File: config.mk
export PLATFORM = sky130hd
export DESIGN_NAME = riscv_trace_gen
export DESIGN_NICKNAME = d
export VERILOG_FILES = /design/src/rtl/riscv_trace_pkg.sv /design/src/rtl/riscv_trace_wb_tracker.sv /design/src/rtl/riscv_trace_gen.sv
export SDC_FILE = /design/constraint.sdc
export NUM_CORES = 1
export LEC_CHECK = 0
export ABC_AREA = 1
export BUFFER_PORTS_ARGS = -buffer_cell sky130_fd_sc_hd__buf_2
export CAP_MARGIN = 20
export CORE_ASPECT_RATIO = 2
export CORE_UTILIZATION = 45
export CTS_BUF_LIST = sky130_fd_sc_hd__clkbuf_8
export DETAILED_ROUTE_END_ITERATION = 16
export GPL_TIMING_DRIVEN = 0
export HOLD_SLACK_MARGIN = 0.02
export PLACE_DENSITY = 0.79
export SLEW_MARGIN = 30
export SYNTH_ARGS = -nofsm -noshare
export SYNTH_HDL_FRONTEND = slang
export SYNTH_SLANG_ARGS = --single-unit
File: constraint.sdc
create_clock -name clk -period 2.05 [get_ports clk]
set_input_delay 0.205 -clock clk [delete_from_list [all_inputs] [get_ports clk]]
set_output_delay 0.205 -clock clk [all_outputs]
set_load 0.01 [all_outputs]
File: src/rtl/riscv_trace_pkg.sv
// Shared types and encodings for the retirement trace generator.
// Holds the registered trace bundle layout, mode/breakpoint codes and error bit positions.
package riscv_trace_pkg;

   localparam logic [2:0] MODE_U = 3'd0;
   localparam logic [2:0] MODE_S = 3'd1;
   localparam logic [2:0] MODE_M = 3'd3;
   localparam logic [2:0] MODE_D = 3'd4;

   localparam logic [3:0] BKPT_NONE    = 4'h0;
   localparam logic [3:0] BKPT_TRIGGER = 4'h1;
   localparam logic [3:0] BKPT_EBREAK  = 4'h2;
   localparam logic [3:0] BKPT_HALTREQ = 4'h3;

   localparam int ERR_DEFER_OVF = 0;
   localparam int ERR_HOLD_OVF  = 1;
   localparam int ERR_UNEXP_WB  = 2;

   typedef struct packed {
      logic        instr_valid;
      logic [2:0]  mode;
      logic [31:0] instr_pc;
      logic [31:0] instruction;
      logic        branch_taken;
      logic [31:0] branch_target;
      logic        trap;
      logic        ret;
      logic        jalr;
      logic        rfw_retire;
      logic        rfw_data_valid;
      logic [4:0]  rfw_rd;
      logic [31:0] rfw_data;
      logic        bkpt_valid;
      logic [3:0]  bkpt_reason;
   } t_riscv_trace;

endpackage

File: src/rtl/riscv_trace_wb_tracker.sv
// Tracks the single outstanding deferred write and a one-entry hold for writebacks that
// lose the rfw port to a retire; decides which writeback (if any) is emitted this cycle.
module riscv_trace_wb_tracker
   import riscv_trace_pkg::*;
(
   input  logic        clk,
   input  logic        i_en,
   input  logic        i_rst_n,
   input  logic        i_port_busy,
   input  logic        i_defer_vld,
   input  logic [4:0]  i_defer_rd,
   input  logic        i_wb_vld,
   input  logic [4:0]  i_wb_rd,
   input  logic [31:0] i_wb_data,
   output logic        o_emit_vld,
   output logic [4:0]  o_emit_rd,
   output logic [31:0] o_emit_data,
   output logic        o_busy,
   output logic [2:0]  o_err
);

   logic        r_pend_vld;
   logic [4:0]  r_pend_rd;
   logic        r_hold_vld;
   logic [4:0]  r_hold_rd;
   logic [31:0] r_hold_data;
   logic [2:0]  r_err;

   logic        w_hold_load;
   logic        w_hold_clr;
   logic [2:0]  w_err_set;

   always_comb begin
      o_emit_vld  = 1'b0;
      o_emit_rd   = 5'd0;
      o_emit_data = 32'd0;
      w_hold_load = 1'b0;
      w_hold_clr  = 1'b0;
      // Held data drains ahead of a new wb, which then takes the freed slot.
      if (!i_port_busy && r_hold_vld) begin
         o_emit_vld  = 1'b1;
         o_emit_rd   = r_hold_rd;
         o_emit_data = r_hold_data;
         w_hold_clr  = 1'b1;
         w_hold_load = i_wb_vld;
      end else if (!i_port_busy && i_wb_vld) begin
         o_emit_vld  = 1'b1;
         o_emit_rd   = i_wb_rd;
         o_emit_data = i_wb_data;
      end else if (i_port_busy && i_wb_vld && !r_hold_vld) begin
         w_hold_load = 1'b1;
      end
   end

   always_comb begin
      w_err_set                = 3'd0;
      w_err_set[ERR_DEFER_OVF] = i_defer_vld && r_pend_vld && !i_wb_vld;
      w_err_set[ERR_HOLD_OVF]  = i_port_busy && i_wb_vld && r_hold_vld;
      w_err_set[ERR_UNEXP_WB]  = i_wb_vld && (!r_pend_vld || (i_wb_rd != r_pend_rd));
   end

   always_ff @(posedge clk) begin
      if (i_en) begin
         if (!i_rst_n) begin
            r_pend_vld  <= 1'b0;
            r_pend_rd   <= 5'd0;
            r_hold_vld  <= 1'b0;
            r_hold_rd   <= 5'd0;
            r_hold_data <= 32'd0;
            r_err       <= 3'd0;
         end else begin
            if (w_hold_load) begin
               r_hold_vld  <= 1'b1;
               r_hold_rd   <= i_wb_rd;
               r_hold_data <= i_wb_data;
            end else if (w_hold_clr) begin
               r_hold_vld  <= 1'b0;
            end
            // A wb retires the old pending entry before a same-cycle deferral refills it.
            if (i_defer_vld) begin
               r_pend_vld <= 1'b1;
               r_pend_rd  <= i_defer_rd;
            end else if (i_wb_vld) begin
               r_pend_vld <= 1'b0;
            end
            r_err <= r_err | w_err_set;
         end
      end
   end

   assign o_busy = r_pend_vld || r_hold_vld;
   assign o_err  = r_err;

endmodule

File: src/rtl/riscv_trace_gen.sv
// Registers one trace record per retired instruction, one enabled cycle after sampling.
// Optional breakpoint path is compiled in with RISCV_TRACE_BKPT_EN.
module riscv_trace_gen
   import riscv_trace_pkg::*;
(
   input  logic        clk,
   input  logic        clk__enable,
   input  logic        reset_n,
   input  logic        ret_valid,
   input  logic [31:0] ret_pc,
   input  logic [31:0] ret_instr,
   input  logic [2:0]  ret_mode,
   input  logic        ret_branch_taken,
   input  logic [31:0] ret_branch_target,
   input  logic        ret_trap,
   input  logic        ret_ret,
   input  logic        ret_jalr,
   input  logic [4:0]  ret_rd,
   input  logic        ret_rd_written,
   input  logic [31:0] ret_rd_data,
   input  logic        ret_rd_deferred,
   input  logic        wb_valid,
   input  logic [4:0]  wb_rd,
   input  logic [31:0] wb_data,
   input  logic        bkpt_in_valid,
   input  logic [3:0]  bkpt_in_reason,
   output logic        trace__instr_valid,
   output logic [2:0]  trace__mode,
   output logic [31:0] trace__instr_pc,
   output logic [31:0] trace__instruction,
   output logic        trace__branch_taken,
   output logic [31:0] trace__branch_target,
   output logic        trace__trap,
   output logic        trace__ret,
   output logic        trace__jalr,
   output logic        trace__rfw_retire,
   output logic        trace__rfw_data_valid,
   output logic [4:0]  trace__rfw_rd,
   output logic [31:0] trace__rfw_data,
   output logic        trace__bkpt_valid,
   output logic [3:0]  trace__bkpt_reason,
   output logic        wb_busy,
   output logic [2:0]  trace_err
);

   t_riscv_trace r_trace;
   t_riscv_trace w_next;

   logic        w_imm;
   logic        w_defer;
   logic        w_emit_vld;
   logic [4:0]  w_emit_rd;
   logic [31:0] w_emit_data;

   assign w_imm   = ret_valid && ret_rd_written && (ret_rd != 5'd0);
   assign w_defer = ret_valid && ret_rd_deferred && !ret_rd_written && (ret_rd != 5'd0);

   // Deferred retires also occupy the rfw port (they report rd), so wbs wait for them too.
   riscv_trace_wb_tracker u_wb_tracker (
      .clk         (clk),
      .i_en        (clk__enable),
      .i_rst_n     (reset_n),
      .i_port_busy (w_imm || w_defer),
      .i_defer_vld (w_defer),
      .i_defer_rd  (ret_rd),
      .i_wb_vld    (wb_valid),
      .i_wb_rd     (wb_rd),
      .i_wb_data   (wb_data),
      .o_emit_vld  (w_emit_vld),
      .o_emit_rd   (w_emit_rd),
      .o_emit_data (w_emit_data),
      .o_busy      (wb_busy),
      .o_err       (trace_err)
   );

   always_comb begin
      w_next = '0;
      if (ret_valid) begin
         w_next.instr_valid   = 1'b1;
         w_next.mode          = ret_mode;
         w_next.instr_pc      = ret_pc;
         w_next.instruction   = ret_instr;
         w_next.branch_taken  = ret_branch_taken;
         w_next.branch_target = ret_branch_target;
         w_next.trap          = ret_trap;
         w_next.ret           = ret_ret;
         w_next.jalr          = ret_jalr;
      end
      if (w_imm) begin
         w_next.rfw_retire     = 1'b1;
         w_next.rfw_data_valid = 1'b1;
         w_next.rfw_rd         = ret_rd;
         w_next.rfw_data       = ret_rd_data;
      end else if (w_defer) begin
         w_next.rfw_retire     = 1'b1;
         w_next.rfw_rd         = ret_rd;
      end else if (w_emit_vld) begin
         w_next.rfw_data_valid = 1'b1;
         w_next.rfw_rd         = w_emit_rd;
         w_next.rfw_data       = w_emit_data;
      end
`ifdef RISCV_TRACE_BKPT_EN
      w_next.bkpt_valid  = bkpt_in_valid;
      w_next.bkpt_reason = bkpt_in_valid ? bkpt_in_reason : BKPT_NONE;
`endif
   end

`ifndef RISCV_TRACE_BKPT_EN
   logic w_unused_bkpt;
   assign w_unused_bkpt = &{1'b0, bkpt_in_valid, bkpt_in_reason};
`endif

   always_ff @(posedge clk) begin
      if (clk__enable) begin
         if (!reset_n) begin
            r_trace <= '0;
         end else begin
            r_trace <= w_next;
         end
      end
   end

   assign trace__instr_valid    = r_trace.instr_valid;
   assign trace__mode           = r_trace.mode;
   assign trace__instr_pc       = r_trace.instr_pc;
   assign trace__instruction    = r_trace.instruction;
   assign trace__branch_taken   = r_trace.branch_taken;
   assign trace__branch_target  = r_trace.branch_target;
   assign trace__trap           = r_trace.trap;
   assign trace__ret            = r_trace.ret;
   assign trace__jalr           = r_trace.jalr;
   assign trace__rfw_retire     = r_trace.rfw_retire;
   assign trace__rfw_data_valid = r_trace.rfw_data_valid;
   assign trace__rfw_rd         = r_trace.rfw_rd;
   assign trace__rfw_data       = r_trace.rfw_data;
   assign trace__bkpt_valid     = r_trace.bkpt_valid;
   assign trace__bkpt_reason    = r_trace.bkpt_reason;

endmodule

Word level (Yosys, flattened, before mapping)
Cells that the tools add are included.
{"block": "classes", "n_bitwise": 1, "reduce_logical": 27, "eq_ne": 5, "n_mux": 24}
{"operator": "$mux 32", "count": 4}
{"operator": "$mux 104", "count": 1}
{"operator": "$mux 39", "count": 1}
{"operator": "$mux 38", "count": 1}
{"operator": "$mux 5", "count": 5}
{"operator": "$logic_and 1x1->1", "count": 13}
{"operator": "$mux 1", "count": 12}
{"operator": "$reduce_and 2->1", "count": 5}
{"operator": "$ne 3x1->1 const B", "count": 2}
{"operator": "$logic_not 1->1", "count": 5}
{"operator": "$ne 5x5->1", "count": 1}
{"operator": "$reduce_bool 5->1", "count": 1}
{"operator": "$ne 2x1->1 const B", "count": 2}
{"operator": "$logic_or 1x1->1", "count": 3}
{"operator": "$or 3x3->3", "count": 1}
{"block": "word_totals", "input_bits": 189, "wordCells": 78, "register_bits": 195, "out_inout_bits": 152}

Longest topological paths before layout
Gate-level depths: netlist of the first run.
{"block": "depth", "word_depth": 11, "ltp_mapped": 10, "ltp_nobuf": 8}

By module
From an unflattened synthesis of the first run, not the netlist that was laid out.
{"block": "hier_totals", "cells_unflattened": 896, "hier_area_um2": 8757.1}
{"module": "riscv_trace_gen", "area_per_inst_um2": 6122.1, "instances": 1, "cells_per_inst": 580, "seq_area_each_um2": 4294.1}
{"module": "riscv_trace_wb_tracker", "area_per_inst_um2": 2635.0, "instances": 1, "cells_per_inst": 316, "seq_area_each_um2": 1411.4}

Least setup slack after synthesis of the first run
OpenSTA, ideal clock, no wires.
{"block": "synth_path", "path_kind": "register to register", "start": "register u_wb_tracker.r_hold_vld", "end": "register u_wb_tracker.r_hold_data[0] (enable)", "setup_time_ns": 0.392, "synth_period_minus_slack_ns": 2.177, "t_arrival_ns": 1.785, "path_stages_with_launch": 7, "setup_slack_ns": -0.127, "path_cell_list": "edfxtp_1 > clkbuf_1 > clkbuf_1 > nand3_1 > nand3_1 > nand2_1 > inv_1"}
{"block": "synth_between", "elab_chain_len": 7}
{"element": "start: declaration", "line_no": "riscv_trace_wb_tracker.sv:24", "source": "logic r_hold_vld;"}
{"element": "start signal: assignment", "line_no": "riscv_trace_wb_tracker.sv:67", "source": "r_hold_vld <= 1'b0;"}
{"element": "start signal: assignment", "line_no": "riscv_trace_wb_tracker.sv:73", "source": "r_hold_vld <= 1'b1;"}
{"element": "start signal: assignment", "line_no": "riscv_trace_wb_tracker.sv:77", "source": "r_hold_vld <= 1'b0;"}
{"element": "$logic_not 1->1", "line_no": "riscv_trace_wb_tracker.sv:50", "source": "end else if (i_port_busy && i_wb_vld && !r_hold_vld) begin"}
{"element": "$logic_and 1x1->1", "line_no": "riscv_trace_wb_tracker.sv:50"}
{"element": "$mux 1", "line_no": "riscv_trace_wb_tracker.sv:50"}
{"element": "$mux 1", "line_no": "riscv_trace_wb_tracker.sv:46", "source": "end else if (!i_port_busy && i_wb_vld) begin"}
{"element": "$mux 1 *", "line_no": "riscv_trace_wb_tracker.sv:40", "source": "if (!i_port_busy && r_hold_vld) begin"}
{"element": "$ne 2x1->1 (no line) *"}
{"element": "$reduce_and 2->1 (no line) *"}
{"element": "end signal: assignment", "line_no": "riscv_trace_wb_tracker.sv:75", "source": "r_hold_data <= i_wb_data;"}
{"element": "end: declaration", "line_no": "riscv_trace_wb_tracker.sv:26", "source": "logic [31:0] r_hold_data;"}
Every way passes the cells marked *; elsewhere a longest branch is shown, timed or not.
A chain may end at the register's enable or synchronous reset.

Final worst setup path of the first run
{"block": "layout_path", "start": "register u_wb_tracker.r_hold_vld", "end": "output wb_busy"}
{"block": "layout_between", "elab_chain_len": 1}
{"element": "$logic_or 1x1->1", "line_no": "riscv_trace_wb_tracker.sv:91", "source": "assign o_busy = r_pend_vld || r_hold_vld;"}
{"element": "end: declaration", "line_no": "riscv_trace_gen.sv:42", "source": "output logic wb_busy,"}
No other way between the ends.

==> results of run 1 <==
-- state kept, by name, indices dropped and copies added, names as in the netlist --
name,flops
trace__branch_taken,1
trace__branch_target,32
trace__instr_pc,32
trace__instr_valid,1
trace__instruction,32
trace__jalr,1
trace__mode,3
trace__ret,1
trace__rfw_data,32
trace__rfw_data_valid,1
trace__rfw_rd,5
trace__rfw_retire,1
trace__trap,1
u_wb_tracker.o_err,3
u_wb_tracker.r_hold_data,32
u_wb_tracker.r_hold_rd,5
u_wb_tracker.r_hold_vld,1
u_wb_tracker.r_pend_rd,5
u_wb_tracker.r_pend_vld,1
-- per-stage QoR --
stage	setup TNS [ps]	utilization, %	setup WS (ps)
5_1_grt	0	66.3	35.1
3_3_place_gp	-229120	57.0	-2010
4_1_cts	0	66.3	29.0
6_report	0	66.3	98.1
2_1_floorplan	0	-	150
3_5_place_dp	-13970	57.2	-381
-- power breakdown --
part / internal (W) / switching, W / total, W / leakage, nW
Combinational: 0.000587 / 0.000737 / 0.00132 / 3.94
Sequential: 0.00458 / 0.0000796 / 0.00466 / 1.85
Clock: 0.00120 / 0.00138 / 0.00259 / 0.200
Total: 0.00637 / 0.00220 / 0.00857 / 5.99
-- final timing paths --
check	from	end	slack [ps]	depth (start not counted)
setup / recovery	u_wb_tracker.r_hold_vld	wb_busy	100	3
hold / removal	ret_pc[15]	trace__instr_pc[15]	50	3
hold reg to reg	u_wb_tracker.o_err[0]	u_wb_tracker.o_err[0]	580	2
setup reg to reg	u_wb_tracker.r_hold_vld	u_wb_tracker.r_hold_data[10]	170	6
-- layout make-up --
cell class / instances / area [µm²]
Fill cell: 1334 / 5990
Tap cell: 213 / 267
Inverter: 159 / 601
Sequential cell: 190 / 5710
Timing Repair inverter: 1 / 7.51
Buffer: 39 / 218
Clock inverter: 14 / 166
Antenna cell: 2 / 5.00
Timing Repair Buffer: 449 / 2900
Clock buffer: 17 / 234
Multi-Input combinational cell: 415 / 1690
-- placed cells by master (no fill, tap or decap), drive strengths merged, types with 3 or more instances in the layout --
cell type    count
bufinv           3
nor2           114
or2              3
conb             5
inv            162
o21ai            9
dlygate4sd3    113
edfxtp         190
nand2          231
clkinvlp         5
nand3           40
a21oi            6
buf            359
clkinv           4
clkbuf          33
-- cell families (layout without fill, tap and decap cells) --
| group | count (synthesis) | in the layout | share of synthesized area (%) |
|---|---|---|---|
| simple gates | 389 | 389 | 18.8 |
| buf+inv | 199 | 679 | 9.95 |
| flops | 190 | 190 | 69.6 |
| compound gates | 19 | 19 | 1.43 |
| xor+xnor | 2 | 2 | 0.214 |
| other cells | 1 | 7 | 0.0457 |
-- metal layers --
| metal | vias to the layer above | wire (µm) | GRT usage (%) |
|---|---|---|---|
| met1 | 3280 | 7980 | 23.7 |
| met3 | 57 | 1490 | 5.47 |
| met2 | 341 | 13900 | 50.3 |
| met4 | 0 | 850 | 13.1 |
| met5 | - | 0 | 0 |
| li1 | 3421 | - | - |
-- worst reg2reg max path, stage by stage (launching register included) --
cell        delay, ps
edfxtp_1          540
clkbuf_2          270
nand3_1           130
nand3_1            80
nand2_1           240
clkinvlp_4        190
buf_12            180
-- what timing repair did --
item                                   4_1_cts  5_1_grt
gates cloned                                 1        0
setup endpoints to repair                   38       27
gates resized for setup                      3        0
hold buffers                               113        0
setup buffers                                5        0
pin swaps                                    0        0
endpoints found under the hold margin      113        0
==> flow_metrics.env, run 1 <==
export IMPL_synth_top_area_share_pct=69.6
export IMPL_avgSynthCellArea_um2=10.2
export IMPL_synth_async_reset_ratio_pct=0
export IMPL_drc_errors=0
export IMPL_critPathMaxStageDelay_ps=540
export IMPL_portBuffers=330
export IMPL_synthToLayoutAreaGrowth_pct=43.8
export IMPL_dp_hpwl_um=16000
export IMPL_synthTopCellsByArea="edfxtp_1 70%, nand2_1 11%, inv_1 7.2%, nor2_1 5.1%, nand3_1 2.4%"
export IMPL_critPathLaunchType="flop"
export IMPL_synth_cell_types=25
export IMPL_synth_common_cells="230 x nand2_1, 190 x edfxtp_1, 158 x inv_1"
export IMPL_stdcell_area_um2=11800
export IMPL_crit_required_ps=1850
export IMPL_cts_max_level=4
export IMPL_io_pin_count=341
export IMPL_setup_viol=0
export IMPL_drive_gt1_share_pct=30.8
export IMPL_drtAntennaViolNets=0
export IMPL_globalplace_congestion=0.824
export IMPL_routed_via_density=4.74
export IMPL_cp_max_fo=10
export IMPL_finalHoldWorstSlack_ps=52.2
export IMPL_routed_via_count=7099
export IMPL_crit_chain="clkbuf_2 -> or2_2 -> buf_2"
export IMPL_fin_nets=1461
export IMPL_finalHoldViolations=0
export IMPL_grt_pass1_wl_um=36200
export IMPL_layout_cells_non_filler=1499
export IMPL_path_class="flop to primary output"
export IMPL_clkLatencyLatePin_ps=460
export IMPL_hold_path_class="input pin to flop"
export IMPL_p_per_area_nw_per_um2=727
export IMPL_seq_area_frac_synth_pct=69.6
export IMPL_grt_max_degree=80
export IMPL_dieWidth_um=97.4
export IMPL_end_kind="primary output"
export IMPL_syn_area_um2=8200
export IMPL_drtIter0Drc=269
export IMPL_fin_crit_ps=1950
export IMPL_max_clock_freq_ghz=0.512
export IMPL_peakVddDrop_uv=600
export IMPL_dr_pass1_iters=5
export IMPL_synth_edf_count=190
export IMPL_grt_overflow_total=0
export IMPL_synthCells=800
export IMPL_drt_wl_total_um=24200
export IMPL_p_leak_nw=5.99
export IMPL_num_rows=69
export IMPL_cp_top_family="flip-flops"
export IMPL_total_power_w=0.00857
export IMPL_die_h_um=193
export IMPL_clk_pin_slew_ps=110
export IMPL_clockRootBuffer="clkbuf_8"
export IMPL_cts_max_path_buffers=2
export IMPL_grt_pass1_vias=7224
export IMPL_start_util_pct=46.1
export IMPL_clock_sinks=190
export IMPL_crit_path_top_delay_cell="edfxtp_1"
export IMPL_maxCapViolations=0
export IMPL_rsz0062_at_grt="no"
export IMPL_synth_seq_cells=190
export IMPL_grt_antenna_before_repair=2
export IMPL_slew_viol_final=0
export IMPL_cts_tree="built"
export IMPL_tightest_slew_ps=615
export IMPL_yosysMostFrequentCell="nand2_1"
export IMPL_worstPathArrival_ps=1750
export IMPL_die_area_um2=18800
export IMPL_grt_use_total_pct=25.4
export IMPL_routedWlPerCell_um=16.2
export IMPL_core_area_um2=17800
export IMPL_placed_cell_area_um2=10200
export IMPL_timing_final_crit_share_pct=95.2
export IMPL_synth_top_area_cell="edfxtp_1"
export IMPL_critPathBufInv=2
export IMPL_status="complete, no violations"
export IMPL_slew_headroom_pct=59.0
export IMPL_fin_skew_ps=16.1
export IMPL_synthFlopType="edfxtp_1"
export IMPL_dp_cells=1348
export IMPL_cts_inserted_buffers=17
export IMPL_yosys_warnings=0
Note: power is estimated with default switching activity, not from simulation.
==> run 2, diff against run 1 <==
--- a/config.mk
+++ b/config.mk
@@ -8,10 +8,10 @@
 export ABC_AREA = 1
 export BUFFER_PORTS_ARGS = -buffer_cell sky130_fd_sc_hd__buf_2
 export CAP_MARGIN = 20
-export CORE_ASPECT_RATIO = 2
-export CORE_UTILIZATION = 45
+export CORE_AREA = 2 2 134 136
 export CTS_BUF_LIST = sky130_fd_sc_hd__clkbuf_8
 export DETAILED_ROUTE_END_ITERATION = 16
+export DIE_AREA = 0 0 136 138
 export GPL_TIMING_DRIVEN = 0
 export HOLD_SLACK_MARGIN = 0.02
 export PLACE_DENSITY = 0.79
==> constraint.sdc (replaced) <==
create_clock -name clk -period 2.34 [get_ports clk]
set_input_delay 0.234 -clock clk [delete_from_list [all_inputs] [get_ports clk]]
set_output_delay 0.234 -clock clk [all_outputs]
set_load 0.01 [all_outputs]
==> flow_metrics.env, run 2 (synthesis results as in run 1) <==
export IMPL_status="complete, no violations"
export IMPL_core_area_um2=17500
export IMPL_routed_via_density=4.65
export IMPL_path_class="flop to flop"
export IMPL_maxCapViolations=0
export IMPL_slew_viol_final=0
export IMPL_critPathLaunchType="flop"
export IMPL_cts_setup_buffers=0
export IMPL_crit_top_cell="nand3_1"
export IMPL_worstPathArrival_ps=2190
export IMPL_dr_pass1_iters=7
export IMPL_grt_pass1_vias=6601
export IMPL_grt_use_total_pct=23.2
export IMPL_dieWidth_um=136
export IMPL_globalplace_congestion=0.834
export IMPL_reg2reg_from="u_wb_tracker.r_hold_vld"
export IMPL_die_h_um=138
export IMPL_cts_max_path_buffers=2
export IMPL_routed_via_count=6710
export IMPL_cp_top_family="buffers and inverters"
export IMPL_routedWlPerCell_um=15.3
export IMPL_drc_errors=0
export IMPL_max_clock_freq_ghz=0.479
export IMPL_p_per_area_nw_per_um2=663
export IMPL_cts_max_level=4
export IMPL_synthToLayoutAreaGrowth_pct=34.9
export IMPL_setup_viol=0
export IMPL_grt_pass1_wl_um=33500
export IMPL_num_rows=49
export IMPL_fin_crit_ps=2090
export IMPL_ff_latch_area_um2=5710
export IMPL_finalHoldWorstSlack_ps=53.9
export IMPL_portBuffers=330
export IMPL_io_pin_count=341
export IMPL_multi_input_area_um2=1690
export IMPL_hold_path_class="input pin to flop"
export IMPL_p_leak_nw=5.67
export IMPL_drive_gt1_share_pct=32.3
export IMPL_peakVddDrop_uv=357
export IMPL_tightest_slew_ps=567
export IMPL_cp_startpoint="u_wb_tracker.r_hold_vld"
export IMPL_most_common_layout_cells="333 x buf_2, 230 x nand2_1, 190 x edfxtp_1"
export IMPL_clockRootBuffer="clkbuf_8"
export IMPL_finalHoldViolations=0
export IMPL_clkLatencyLatePin_ps=460
export IMPL_cts_inserted_buffers=17
export IMPL_slew_headroom_pct=62.2
export IMPL_crit_required_ps=2440
export IMPL_crit_chain="clkbuf_1 -> clkbuf_2 -> nand3_1 -> nand3_1 -> nand2_1 -> inv_4"
export IMPL_end_kind="flop"
export IMPL_die_area_um2=18800
export IMPL_fin_nets=1388
export IMPL_crit_path_top_delay_cell="inv_4"
export IMPL_cts_tree="built"
export IMPL_drtAntennaViolNets=0
export IMPL_drt_wl_total_um=22000
export IMPL_clock_sinks=190
export IMPL_critPathBufInv=3
export IMPL_cp_max_fo=37
export IMPL_critPathMaxStageDelay_ps=400
export IMPL_grt_overflow_total=0
export IMPL_dp_hpwl_um=15900
export IMPL_start_util_pct=46.8
export IMPL_rsz0062_at_grt="no"
export IMPL_nFillCells=1410
export IMPL_grt_max_degree=82
export IMPL_timing_final_crit_share_pct=89.3
export IMPL_final_common_cell="buf_2"
export IMPL_grt_antenna_before_repair=3
export IMPL_utilization_pct=63.1
export IMPL_clk_pin_slew_ps=110
export IMPL_fin_skew_ps=10.9
export IMPL_drtIter0Drc=437
export IMPL_hp_start="ret_rd_data[13]"
run 2: metrics by stage:
step / worst slack [ps] / total power [W] / TNS [ps] / instance area, µm² / instances
CTS: 71.8 / 0.00738 / 0 / 11100 / 1441
floorplan: 163 / 0.00459 / 0 / 8210 / 804
global placement: -1940 / 0.00509 / -184210 / 10200 / 1363
global route: 124 / 0.00763 / 0 / 11100 / 1441
finish: 251 / 0.00733 / 0 / 11100 / 1442
detailed placement: -126 / 0.00511 / -4610 / 10200 / 1364
run 2: layout make-up:
type | count | area share, %
plain buffers | 40 | 1.99
clock buffers | 17 | 2.12
inverters | 159 | 5.42
flip-flops and latches | 190 | 51.6
multi-input cells | 415 | 15.3
well taps | 229 | 2.59
clock inverters | 15 | 1.61
repair buffers | 376 | 19.4
diodes | 1 | 0.0226
run 2: per-layer routing:
layer,vias to the layer above,GRT usage (%),wire length (µm)
met5,-,0,15
met4,4,8.28,715
met3,48,7.77,1990
met2,320,42.1,11500
met1,3066,24.8,7820
li1,3272,-,-
run 2: report_power, final:
group | switching, W | leakage [nW] | internal [W]
Combinational | 0.000610 | 3.62 | 0.000423
Clock | 0.00132 | 0.199 | 0.000905
Sequential | 0.0000596 | 1.85 | 0.00401
run 2: worst paths after layout:
| path | slack, ps | end | cells past startpoint |
|---|---|---|---|
| worst max-delay path | 250 | u_wb_tracker.r_hold_data[22] | 6 |
| worst min-delay path | 50 | trace__rfw_data[13] | 3 |
| worst max register to register | 250 | u_wb_tracker.r_hold_data[22] | 6 |
| worst min register to register | 570 | u_wb_tracker.o_err[0] | 2 |
run 2: repair_timing:
action	CTS	global route
hold buffers	45	0
resized for setup	1	2
endpoints found under the setup margin	37	37
hold endpoints to repair	45	0
run 2: worst min-delay path, stage by stage:
cell	delay [ps]
buf_2	80
nand2_1	50
nand2_1	60
==> run 3, diff against run 2 <==
--- a/config.mk
+++ b/config.mk
@@ -8,13 +8,13 @@
 export ABC_AREA = 1
 export BUFFER_PORTS_ARGS = -buffer_cell sky130_fd_sc_hd__buf_2
 export CAP_MARGIN = 20
-export CORE_AREA = 2 2 134 136
+export CORE_AREA = 2 2 132 134
 export CTS_BUF_LIST = sky130_fd_sc_hd__clkbuf_8
 export DETAILED_ROUTE_END_ITERATION = 16
-export DIE_AREA = 0 0 136 138
+export DIE_AREA = 0 0 134 136
 export GPL_TIMING_DRIVEN = 0
 export HOLD_SLACK_MARGIN = 0.02
-export PLACE_DENSITY = 0.79
+export PLACE_DENSITY = 0.81
 export SLEW_MARGIN = 30
 export SYNTH_ARGS = -nofsm -noshare
 export SYNTH_HDL_FRONTEND = slang
==> constraint.sdc (replaced) <==
create_clock -name clk -period 2.4 [get_ports clk]
set_input_delay 0.24 -clock clk [delete_from_list [all_inputs] [get_ports clk]]
set_output_delay 0.24 -clock clk [all_outputs]
set_load 0.01 [all_outputs]
==> flow_metrics.env, run 3 (synthesis results as in run 1) <==
export IMPL_clkLatencyLatePin_ps=460
export IMPL_crit_required_ps=2520
export IMPL_dieWidth_um=134
export IMPL_cts_max_path_buffers=2
export IMPL_timing_final_crit_share_pct=92.1
export IMPL_reg2reg_from="u_wb_tracker.r_hold_vld"
export IMPL_die_area_um2=18200
export IMPL_routed_via_density=4.62
export IMPL_grt_use_total_pct=22.8
export IMPL_critPathLaunchType="flop"
export IMPL_start_util_pct=48.6
export IMPL_num_rows=48
export IMPL_grt_busiest_layer="met2"
export IMPL_cts_tree="built"
export IMPL_clock_sinks=190
export IMPL_p_per_area_nw_per_um2=660
export IMPL_min_to="trace__rfw_data[6]"
export IMPL_grt_antenna_before_repair=3
export IMPL_end_kind="flop"
export IMPL_finalHoldWorstSlack_ps=48.1
export IMPL_peakVddDrop_uv=318
export IMPL_hold_path_class="input pin to flop"
export IMPL_tightest_slew_ps=594
export IMPL_hp_start="ret_rd_data[6]"
export IMPL_dp_cells=1360
export IMPL_cp_max_fo=37
export IMPL_grt_use_met2_pct=41.6
export IMPL_dp_hpwl_um=15500
export IMPL_timing_final_ws_setup_ps=189
export IMPL_grt_max_degree=89
export IMPL_r2r_end="u_wb_tracker.r_hold_data[6]"
export IMPL_cts_inserted_buffers=17
export IMPL_routedWlPerCell_um=14.8
export IMPL_routed_via_count=6569
export IMPL_maxCapViolations=0
export IMPL_utilization_pct=64.4
export IMPL_place_ws_ps=19.2
export IMPL_fin_crit_ps=2210
export IMPL_nFillCells=1386
export IMPL_fin_nets=1369
export IMPL_drt_wl_total_um=21100
export IMPL_grt_use_met1_pct=23.9
export IMPL_setup_viol=0
export IMPL_max_clock_freq_ghz=0.452
export IMPL_portBuffers=330
export IMPL_cts_max_level=4
export IMPL_critPathMaxStageDelay_ps=470
export IMPL_slew_viol_final=0
export IMPL_crit_chain="clkbuf_1 -> clkbuf_1 -> nand3_1 -> nand3_1 -> nand2_1 -> inv_4"
export IMPL_dr_pass1_iters=7
export IMPL_grt_use_met3_pct=7.68
export IMPL_cts_setup_buffers=0
export IMPL_drtAntennaViolNets=0
export IMPL_grt_overflow_total=0
export IMPL_multi_input_area_um2=1690
export IMPL_worstPathArrival_ps=2330
export IMPL_stdcell_area_um2=10900
export IMPL_synthToLayoutAreaGrowth_pct=32.6
export IMPL_slew_headroom_pct=60.4
export IMPL_fin_skew_ps=7.20
export IMPL_layout_cells_non_filler=1421
export IMPL_reg2regPathDepth=6
export IMPL_globalplace_congestion=0.839
export IMPL_grt_pass1_wl_um=31800
export IMPL_hold_depth=3
export IMPL_finalHoldViolations=0
export IMPL_path_class="flop to flop"
export IMPL_io_pin_count=341
export IMPL_drc_errors=0
export IMPL_ff_latch_area_um2=5710
export IMPL_placed_cell_area_um2=10200
export IMPL_r2r_slack_ps=190
export IMPL_clockRootBuffer="clkbuf_8"
export IMPL_die_h_um=136
export IMPL_most_common_layout_cells="333 x buf_2, 230 x nand2_1, 190 x edfxtp_1"
export IMPL_crit_path_top_delay_cell="clkbuf_1"
export IMPL_drive_gt1_share_pct=32.5
export IMPL_final_common_cell="buf_2"
export IMPL_core_area_um2=16900
export IMPL_status="complete, no violations"
export IMPL_grt_pass1_vias=6528
export IMPL_drtIter0Drc=365
export IMPL_clk_pin_slew_ps=100
export IMPL_rsz0062_at_grt="no"
export IMPL_p_leak_nw=5.59
==> run 3: cell types whose count changed in the layout (fill, tap and decap cells not counted), sizes merged <==
| cell | change |
|---|---|
| bufinv | +2 |
| clkinv | -2 |
| diode | +2 |
| dlygate4sd3 | -19 |
==> run 3: per-layer routing <==
| layer | wire [µm] | part of all wire, % |
|---|---|---|
| met1 | 7640 | 36 |
| met2 | 11000 | 52 |
| met3 | 1770 | 8.4 |
| met4 | 633 | 3.0 |
| met5 | 13 | 0.062 |
==> run 3: what timing repair did <==
action                     CTS  global route
gates resized for setup      1             0
setup endpoints to repair   37             0
hold buffers                25             1
hold endpoints to repair    25             1
==> run 3: area by class of cell <==
| class | instances | share of cell area, % |
|---|---|---|
| diodes | 3 | 0.0690 |
| plain buffers | 40 | 2.01 |
| clock buffers | 17 | 2.15 |
| clock inverters | 15 | 1.70 |
| inverters | 159 | 5.51 |
| multi-input cells | 415 | 15.6 |
| flip-flops and latches | 190 | 52.5 |
| well taps | 225 | 2.59 |
| repair buffers | 357 | 17.9 |
==> run 3: worst max path at each step <==
| stage | startpoint | end | depth (start not counted) |
|---|---|---|---|
| finish | u_wb_tracker.r_hold_vld | u_wb_tracker.r_hold_data[6] | 6 |
| floorplan | u_wb_tracker.r_hold_vld | u_wb_tracker.r_hold_data[0] | 6 |
| detailed placement | u_wb_tracker.r_hold_vld | u_wb_tracker.r_hold_data[19] | 6 |
| global route | u_wb_tracker.r_hold_vld | u_wb_tracker.r_hold_data[14] | 6 |
| global placement | clk__enable | u_wb_tracker.r_hold_data[19] | 3 |
| CTS | u_wb_tracker.r_hold_vld | u_wb_tracker.r_hold_data[10] | 6 |
==> run 3: report_power, final <==
part / internal, W / switching, W / total [W] / leakage, nW
logic: 0.000391 / 0.000579 / 0.000970 / 3.54
registers: 0.00391 / 0.0000577 / 0.00397 / 1.85
clock network: 0.00105 / 0.00119 / 0.00224 / 0.208
==> run 3: metrics by stage <==
stage / total power (W) / setup TNS, ps
3_3_place_gp: 0.00495 / -173540
4_1_cts: 0.00722 / 0
3_5_place_dp: 0.00498 / 0
2_1_floorplan: 0.00448 / 0
6_report: 0.00718 / 0
5_1_grt: 0.00745 / 0
==> run 3: worst max-delay path, delay by kind of cell (launching register included) <==
| family | cells | cell delay, ps |
|---|---|---|
| and+or+nand+nor | 3 | 340 |
| DFF | 1 | 340 |
| buffers and inverters | 3 | 1190 |
